[src/rtl/muxer_pkg.sv]
// Shared types and constants for the N:1 bit muxer with scan-out.
package muxer_pkg;

  typedef enum logic [1:0] {
    IDLE  = 2'd0,
    SCAN  = 2'd1,
    DRAIN = 2'd2
  } scan_state_t;

  localparam logic MODE_DIRECT = 1'b0;
  localparam logic MODE_SCAN   = 1'b1;

endpackage

[src/rtl/muxer_n.sv]
// Generic combinational N:1 bit multiplexer.
module muxer_n #(
  parameter int N = 64,
  localparam int SW = $clog2(N)
) (
  input  logic [N-1:0]  in,
  input  logic [SW-1:0] sel,
  output logic          q
);

  assign q = in[sel];

endmodule

[src/rtl/muxer_scan.sv]
// N:1 bit muxer with a registered output slot: direct select, or scan-out of a
// snapshot one bit per accepted beat.
// Handshake: a beat transfers on a rising edge where q_valid && q_ready; while
// q_valid && !q_ready, q/q_idx/q_valid hold unchanged.
module muxer_scan
  import muxer_pkg::*;
#(
  parameter int N = 64,
  localparam int SW = $clog2(N)
) (
  input  logic          clk,
  input  logic          rst_n,
  input  logic [N-1:0]  in,
  input  logic [SW-1:0] sel,
  input  logic          mode,
  input  logic          start,
  output logic          q,
  output logic [SW-1:0] q_idx,
  output logic          q_valid,
  input  logic          q_ready,
  output logic          busy,
  output logic          done,
  output scan_state_t   dbg_state
);

  localparam logic [SW-1:0] LAST = SW'(N - 1);

  scan_state_t   state;
  logic [N-1:0]  snap;
  logic [SW-1:0] cnt;
  logic          slot_free;
  logic [N-1:0]  mux_in;
  logic [SW-1:0] mux_sel;
  logic          mux_q;

  assign slot_free = !q_valid || q_ready;

  // Outside IDLE the live input is ignored; the mux only sees the snapshot.
  assign mux_in  = (state == IDLE) ? in  : snap;
  assign mux_sel = (state == IDLE) ? sel : cnt;

  muxer_n #(.N(N)) u_mux (
    .in  (mux_in),
    .sel (mux_sel),
    .q   (mux_q)
  );

  always_ff @(posedge clk or negedge rst_n) begin
    if (!rst_n) begin
      state   <= IDLE;
      snap    <= '0;
      cnt     <= '0;
      q       <= 1'b0;
      q_idx   <= '0;
      q_valid <= 1'b0;
      done    <= 1'b0;
    end else begin
      done <= 1'b0;
      case (state)
        IDLE: begin
          if (mode == MODE_DIRECT) begin
            if (slot_free) begin
              q       <= mux_q;
              q_idx   <= sel;
              q_valid <= 1'b1;
            end
          end else begin
            // A held direct beat survives into SCAN and goes out first.
            if (slot_free) q_valid <= 1'b0;
            if (start) begin
              snap  <= in;
              cnt   <= '0;
              state <= SCAN;
            end
          end
        end
        SCAN: begin
          if (slot_free) begin
            q       <= mux_q;
            q_idx   <= cnt;
            q_valid <= 1'b1;
            if (cnt == LAST) state <= DRAIN;
            else             cnt   <= cnt + 1'b1;
          end
        end
        DRAIN: begin
          if (q_valid && q_ready) begin
            q_valid <= 1'b0;
            done    <= 1'b1;
            state   <= IDLE;
          end
        end
        default: state <= IDLE;
      endcase
    end
  end

  assign busy      = (state != IDLE);
  assign dbg_state = state;

endmodule

[config.mk]
export PLATFORM = sky130hd
export DESIGN_NAME = muxer_scan
export DESIGN_NICKNAME = d
export VERILOG_FILES = /design/src/rtl/muxer_pkg.sv /design/src/rtl/muxer_n.sv /design/src/rtl/muxer_scan.sv
export SDC_FILE = /design/constraint.sdc
export NUM_CORES = 1
export LEC_CHECK = 0
export CORE_MARGIN = 2
export CORE_UTILIZATION = 30
export CTS_BUF_LIST = sky130_fd_sc_hd__clkbuf_2 sky130_fd_sc_hd__clkbuf_4 sky130_fd_sc_hd__clkbuf_8
export DETAILED_ROUTE_END_ITERATION = 8
export MAX_ROUTING_LAYER = met4
export PLACE_DENSITY = 0.55
export SLEW_MARGIN = 30
export SYNTH_ARGS = -nofsm -noshare
export SYNTH_HDL_FRONTEND = slang
export SYNTH_SLANG_ARGS = --single-unit
[constraint.sdc]
create_clock -name clk -period 6.14 [get_ports clk]
set_input_delay 1.535 -clock clk [delete_from_list [all_inputs] [get_ports clk]]
set_output_delay 1.535 -clock clk [all_outputs]
set_load 0.01 [all_outputs]
Word-level counts from Yosys, hierarchy flattened
Index checks and enable logic that the tools add are counted.
W data, S select, Z words.
{"block": "totals", "input_bits": 75, "ff_bits": 81, "out_inout_bits": 12}
{"block": "op_classes", "reduce_logical": 13, "n_addsub": 1, "eq_ne": 12, "n_mux": 29, "n_lt_le_gt_ge": 1}
{"op": "$mux W64", "n": 1}
{"op": "$mux W6", "n": 8}
{"op": "$pmux W6 S2", "n": 2}
{"op": "$ne A2 B2 Y1 const B", "n": 8}
{"op": "$mux W2", "n": 5}
{"op": "$reduce_and A5 Y1", "n": 2}
{"op": "$mux W1", "n": 9}
{"op": "$lt A6 B7 Y1 const B", "n": 1}
{"op": "$add A6 B1 Y6 const B", "n": 1}
{"op": "$bmux W1 S6", "n": 1}
{"op": "$eq A6 B6 Y1 const B", "n": 1}
{"op": "$pmux W2 S3", "n": 1}
{"op": "$reduce_and A3 Y1", "n": 2}
{"op": "$reduce_and A4 Y1", "n": 1}
{"op": "$reduce_bool A2 Y1", "n": 2}
{"op": "$ne A3 B3 Y1 const B", "n": 1}
{"op": "$pmux W1 S3", "n": 1}
{"op": "$reduce_bool A3 Y1", "n": 1}
{"op": "$eq A2 B1 Y1 const B", "n": 1}
{"op": "$eq A2 B2 Y1 const B", "n": 1}
{"op": "$logic_not A2 Y1", "n": 1}
{"op": "$pmux W1 S2", "n": 1}
{"op": "$reduce_and A2 Y1", "n": 1}
{"op": "$logic_and A1 B1 Y1", "n": 1}
{"op": "2 further kinds", "n": 2}

Depth between registers and ports, before layout
{"block": "logic_depth", "depth_word": 7, "depth_mapped": 11, "mapped_depth_nobuf": 9}

By module
Synthesis repeated with hierarchy kept, for this count alone.
{"block": "unflattened", "hier_cells": 380, "area_unflattened_um2": 4793.3}
{"module": "muxer_scan", "n_inst": 1, "area_each_um2": 4192.8, "cells_each": 318, "seq_area_each_um2": 2026.9}
{"module": "muxer_n", "n_inst": 1, "area_each_um2": 600.6, "cells_each": 62, "seq_area_each_um2": 0.0}

Worst setup path before layout
Ideal clock, no wire load.
{"block": "synth_timing", "path_kind": "input-to-reg", "startpoint": "input port sel[0]", "endpoint": "register q", "setup_ns": 0.127, "cell_stages": 7, "path_buffers": 2, "t_required_ns": 6.013, "slack_ns": 3.074, "arrival_ns": 2.939, "path_cell_list": "mux2_4 > buf_2 > buf_4 > mux4_2 > o311ai_0 > o2111ai_1 > o2bb2ai_1"}
{"block": "synth_between", "elab_chain_cells": 6}
{"element": "start: declaration", "line": "muxer_scan.sv:14", "source": "input logic [SW-1:0] sel,"}
{"element": "$mux W6 (*)", "line": "muxer_scan.sv:40", "source": "assign mux_sel = (state == IDLE) ? sel : cnt;"}
{"element": "$bmux W1 S6 (*)", "line": "muxer_n.sv:11", "source": "assign q = in[sel];"}
{"element": "$mux W1 (not written as such) (*)", "line": "muxer_n.sv:11"}
{"element": "$mux W1 (*)", "line": "muxer_scan.sv:62, muxer_scan.sv:78"}
{"element": "$mux W1", "line": "muxer_scan.sv:61", "source": "if (mode == MODE_DIRECT) begin"}
{"element": "$pmux W1 S2 (*)", "line": "muxer_scan.sv:59", "source": "case (state)"}
{"element": "end signal: assignment", "line": "muxer_scan.sv:63", "source": "q <= mux_q;"}
{"element": "end signal: assignment", "line": "muxer_scan.sv:79", "source": "q <= mux_q;"}
{"element": "end: declaration", "line": "muxer_scan.sv:17", "source": "output logic q,"}
Mark *: on every way between the ends. The rest lies on a longest branch, timed or not. The select of a mux whose other input is x is not followed.
A chain may end at the register's enable or synchronous reset.

Worst setup path in the final report
{"block": "layout_timing", "startpoint": "input port sel[1]", "endpoint": "register q"}
Same word-level chain as after synthesis.

==> metrics list <==
- The run finished with clean final reports.
* Post-Synth XOR/XNOR Area: 0
* Vias in the first global route: 3621
* Synth Cell Area: 4529 um2
- Input and output buffers added on the ports amount to 86.
* Maximum number of pins on one net before global-route repair: 82
- The area growth from synthesis to layout is 27.51%.
- In this run the remaining antenna-violating nets after routing total 0.
- Fin Clk Skew: 0.01024 ns
- Buffers inserted during clock tree synthesis total 9.
- Adder-Cell Fraction of Synth Area: 0.01657
* Highest ir drop seen on vdd: about 0.00022 V
- The final hold violation count was 0.
- Before antenna repair, the detailed router went through 4 iterations.
- Number of post-CTS setup repair buffers: 0
- Fraction of synthesis flops using an asynchronous set or reset pin: 1.000
- Number of synthesized flops with an enable pin: 0
- After floorplanning, the core was sized to cover approximately 15000 um2.
- In this run the count of I/O pins placed on the die edge is 87.
- Final total power: 2.694 mW
* Synth cell types: 43
- STA classifies the critical path endpoint as a register.
- TritonCTS built the clock tree.
- Unrepaired setup endpoints after global routing: no
- Post-synth top area cell: sky130_fd_sc_hd__dfrtp_1
- From left edge to right edge, the die measures 126.9 um.
* Worst slew slack as a fraction of its limit: 0.3949
- Proportion of layout cells with a drive suffix above 1: 0.2245
- The worst hold path belongs to the class register to register.
- Proportion of synthesized area in mux cells: 0.2994
- # fillers: around 1400
- The routed layout has approximately 3600 vias.
- Setup violations, final: 0
- Count of clock tree sinks: a little over 80
- At the end of routability-driven placement, the weighted congestion stood at about 0.9.
- For this design the static power due to leakage is 2.339 nW.
- Vias per cell: around 5.3
* FP Rows: 44
* Max-slew violations: 0
* Critical path startpoint category: input pin
* Initial antenna violation count: 0
- In the final routed layout, each cell accounts on average for approximately 18 um.
- Maximum level of the CTS H-tree: 3
- The average instance in the mapped netlist occupies 11.13 um2.
* Initial standard-cell utilization of the core: 0.3093
- Max-cap viol count: 0
- Slew of the pin with the lowest slew margin: about 0.91 ns
- Total global-route track usage: 0.1611
* DRC violations left: 0
- The wire-length estimate of the detail-placed layout is between 8000 and 9000 um.
- Die height: 126.9 um
- Highest net fanout along the worst path: 15
- After synthesis the netlist holds a flip-flop and latch count of just over 80.
- Number of nets at the end of the flow: around 570
* Worst Path Required: 6.39 ns
- Clock latency of the later-clocked register in the worst-skew pair: about 0.37 ns
* Sequential share of the synthesized area: 0.4475
- Wire length of the first global-routing pass: about 20000 um
- Total of warnings raised by yosys: 0
* Synthesized netlist net count: just under 500
- STA puts the critical path data arrival time at roughly 3.9 ns.
- Power Dens Cells: between 400 and 500 nW/um2
* Top achievable clock speed: 271.4 MHz
- After detailed routing, the total wire length is approximately 12000 um.
- After layout, the minimum clock period comes to roughly 3.7 ns.
- Top cells by area in the synthesized netlist: sky130_fd_sc_hd__dfrtp_1, sky130_fd_sc_hd__mux2_2, sky130_fd_sc_hd__mux4_2
* Primary flip-flop cell chosen by synthesis mapping: sky130_fd_sc_hd__dfrtp_1
- Counting along the longest clock path gives a buffer depth of 2.
- Clock tree synthesis selected as its root buffer the cell sky130_fd_sc_hd__clkbuf_8.
- In this run, the number of DRC markers left after iteration 0 of detailed routing was 200.
- Post-CTS clock slew at the launch and capture registers of the worst setup and hold paths: 0.08 ns
- Antenna Cells: 0
- Synth Instances: 407
- Dividing the final minimum period by the clock period gives 0.6001.
* Setup TNS Final: 0 ns
- The total overflow left after global routing is 0.
* Main combinational cell family by area after synthesis: multiplexers
- CTS hold repair buffers: 0
- Fraction of post-synthesis cell area in the top cell type by area: 0.4475
- Post-CTS repair changed the size of 0 cells.
* Critical path start-end classification: input pin to register
* Area fraction in compound gates after synthesis: 0.09254
* Total Die Area: 16100 um2
- Of the total synthesized cell area, the portion taken by AND, OR, NAND and NOR gates is 0.1130.
## cells in the mapped netlist, types with 2 or more instances
library cell	count
sky130_fd_sc_hd__a41oi_1	2
sky130_fd_sc_hd__mux2i_1	19
sky130_fd_sc_hd__dfrtp_1	81
sky130_fd_sc_hd__mux4_2	16
sky130_fd_sc_hd__buf_2	13
sky130_fd_sc_hd__a21oi_1	20
sky130_fd_sc_hd__a311oi_1	4
sky130_fd_sc_hd__a211oi_1	2
sky130_fd_sc_hd__nor2b_1	2
sky130_fd_sc_hd__buf_1	2
sky130_fd_sc_hd__a22oi_1	2
sky130_fd_sc_hd__nand3_1	19
sky130_fd_sc_hd__and3_1	5
sky130_fd_sc_hd__inv_1	7
sky130_fd_sc_hd__o211ai_1	2
sky130_fd_sc_hd__mux2_2	69
sky130_fd_sc_hd__nand4_1	3
sky130_fd_sc_hd__o21ai_0	14
sky130_fd_sc_hd__nor2_1	18
sky130_fd_sc_hd__a32oi_1	2
sky130_fd_sc_hd__nand2_1	63
sky130_fd_sc_hd__and2_1	3
sky130_fd_sc_hd__nor3_1	5
sky130_fd_sc_hd__clkbuf_1	5
sky130_fd_sc_hd__o32ai_1	2
sky130_fd_sc_hd__a31oi_1	5
sky130_fd_sc_hd__ha_1	6
## worst max-delay path, cell delays in order
cell                              delay, ns
sky130_fd_sc_hd__clkdlybuf4s50_1       0.45
sky130_fd_sc_hd__mux2_2                0.45
sky130_fd_sc_hd__nor2_1                0.66
sky130_fd_sc_hd__nand3_1               0.20
sky130_fd_sc_hd__a31oi_1               0.22
sky130_fd_sc_hd__a31oi_1               0.12
sky130_fd_sc_hd__nor4_1                0.19
sky130_fd_sc_hd__o2bb2ai_1             0.10
## placed cells by master (no fill, tap or decap), types with 11 or more instances in the layout
master                            instances
sky130_fd_sc_hd__nor2_1                  18
sky130_fd_sc_hd__o21ai_0                 14
sky130_fd_sc_hd__mux2_2                  69
sky130_fd_sc_hd__clkdlybuf4s50_1         85
sky130_fd_sc_hd__dfrtp_1                 81
sky130_fd_sc_hd__nand2_1                 63
sky130_fd_sc_hd__nand3_1                 18
sky130_fd_sc_hd__a21oi_1                 20
sky130_fd_sc_hd__clkbuf_8                11
sky130_fd_sc_hd__mux2i_1                 19
sky130_fd_sc_hd__mux4_2                  16
## cell families after synthesis
kind of cell | count (synthesis)
simple gates | 119
mux | 106
flops | 81
compound gates | 65
buf+inv | 30
fa+ha+maj | 6
## registers in the layout, summed over array words and instances, names as in the netlist
register   flops
done           1
dbg_state      2
q_valid        1
q_idx          6
snap          64
q              1
cnt            6
## final cells by class
| cell class | count | area, um2 | share of cell area |
|---|---|---|---|
| Clock buffer | 11 | 151.4 | 0.02621 |
| Clock inverter | 3 | 65.06 | 0.01127 |
| Inverter | 8 | 30.03 | 0.005199 |
| Multi-Input combinational cell | 296 | 2372 | 0.4107 |
| Sequential cell | 81 | 2027 | 0.3510 |
| Tap cell | 184 | 230.2 | 0.03986 |
| Timing Repair Buffer | 91 | 899.6 | 0.1558 |
## per-stage QoR
stage / cells / hold WS [ns] / cell area, um2 / util / worst slack [ns]
6_report: 674 / 0.5037 / 5776 / 0.3944 / 2.456
4_1_cts: 674 / 0.5059 / 5776 / 0.3944 / 2.457
3_3_place_gp: 660 / 0.4808 / 5555 / 0.3794 / 2.077
2_1_floorplan: 407 / 0.4706 / 4529 / - / 3.074
5_1_grt: 674 / 0.5126 / 5776 / 0.3944 / 2.294
3_5_place_dp: 660 / 0.4873 / 5559 / 0.3796 / 2.063
## power by group
group | total [mW] | internal, mW | switching [mW]
clock | 0.443 | 0.246 | 0.197
combinational | 1.30 | 0.657 | 0.645
sequential | 0.949 | 0.794 | 0.155
total | 2.69 | 1.70 | 0.997
## path summary, 6_finish.rpt
check | from | end | slack (ns) | depth (start not counted)
max | sel[1] | q$_DFFE_PN0P_ | 2.46 | 8
max in group asynchronous | rst_n | snap[12]$_DFFE_PN0P_ | 4.40 | 1
min reg2reg | snap[45]$_DFFE_PN0P_ | snap[45]$_DFFE_PN0P_ | 0.50 | 1
min | snap[45]$_DFFE_PN0P_ | snap[45]$_DFFE_PN0P_ | 0.50 | 1
min in group asynchronous | rst_n | q_idx[3]$_DFFE_PN0P_ | 1.20 | 1
max reg2reg | dbg_state[0]$_DFFE_PN0P_ | q$_DFFE_PN0P_ | 2.69 | 10
## metal layers
layer,vias to the layer above,global-route usage,share of wire
met5,-,-,0
met4,0,0.05365,0.018
met3,15,0.02531,0.039
met2,104,0.2562,0.48
met1,1790,0.2112,0.46
li1,1655,-,-
(Power assumes the default switching activity.)
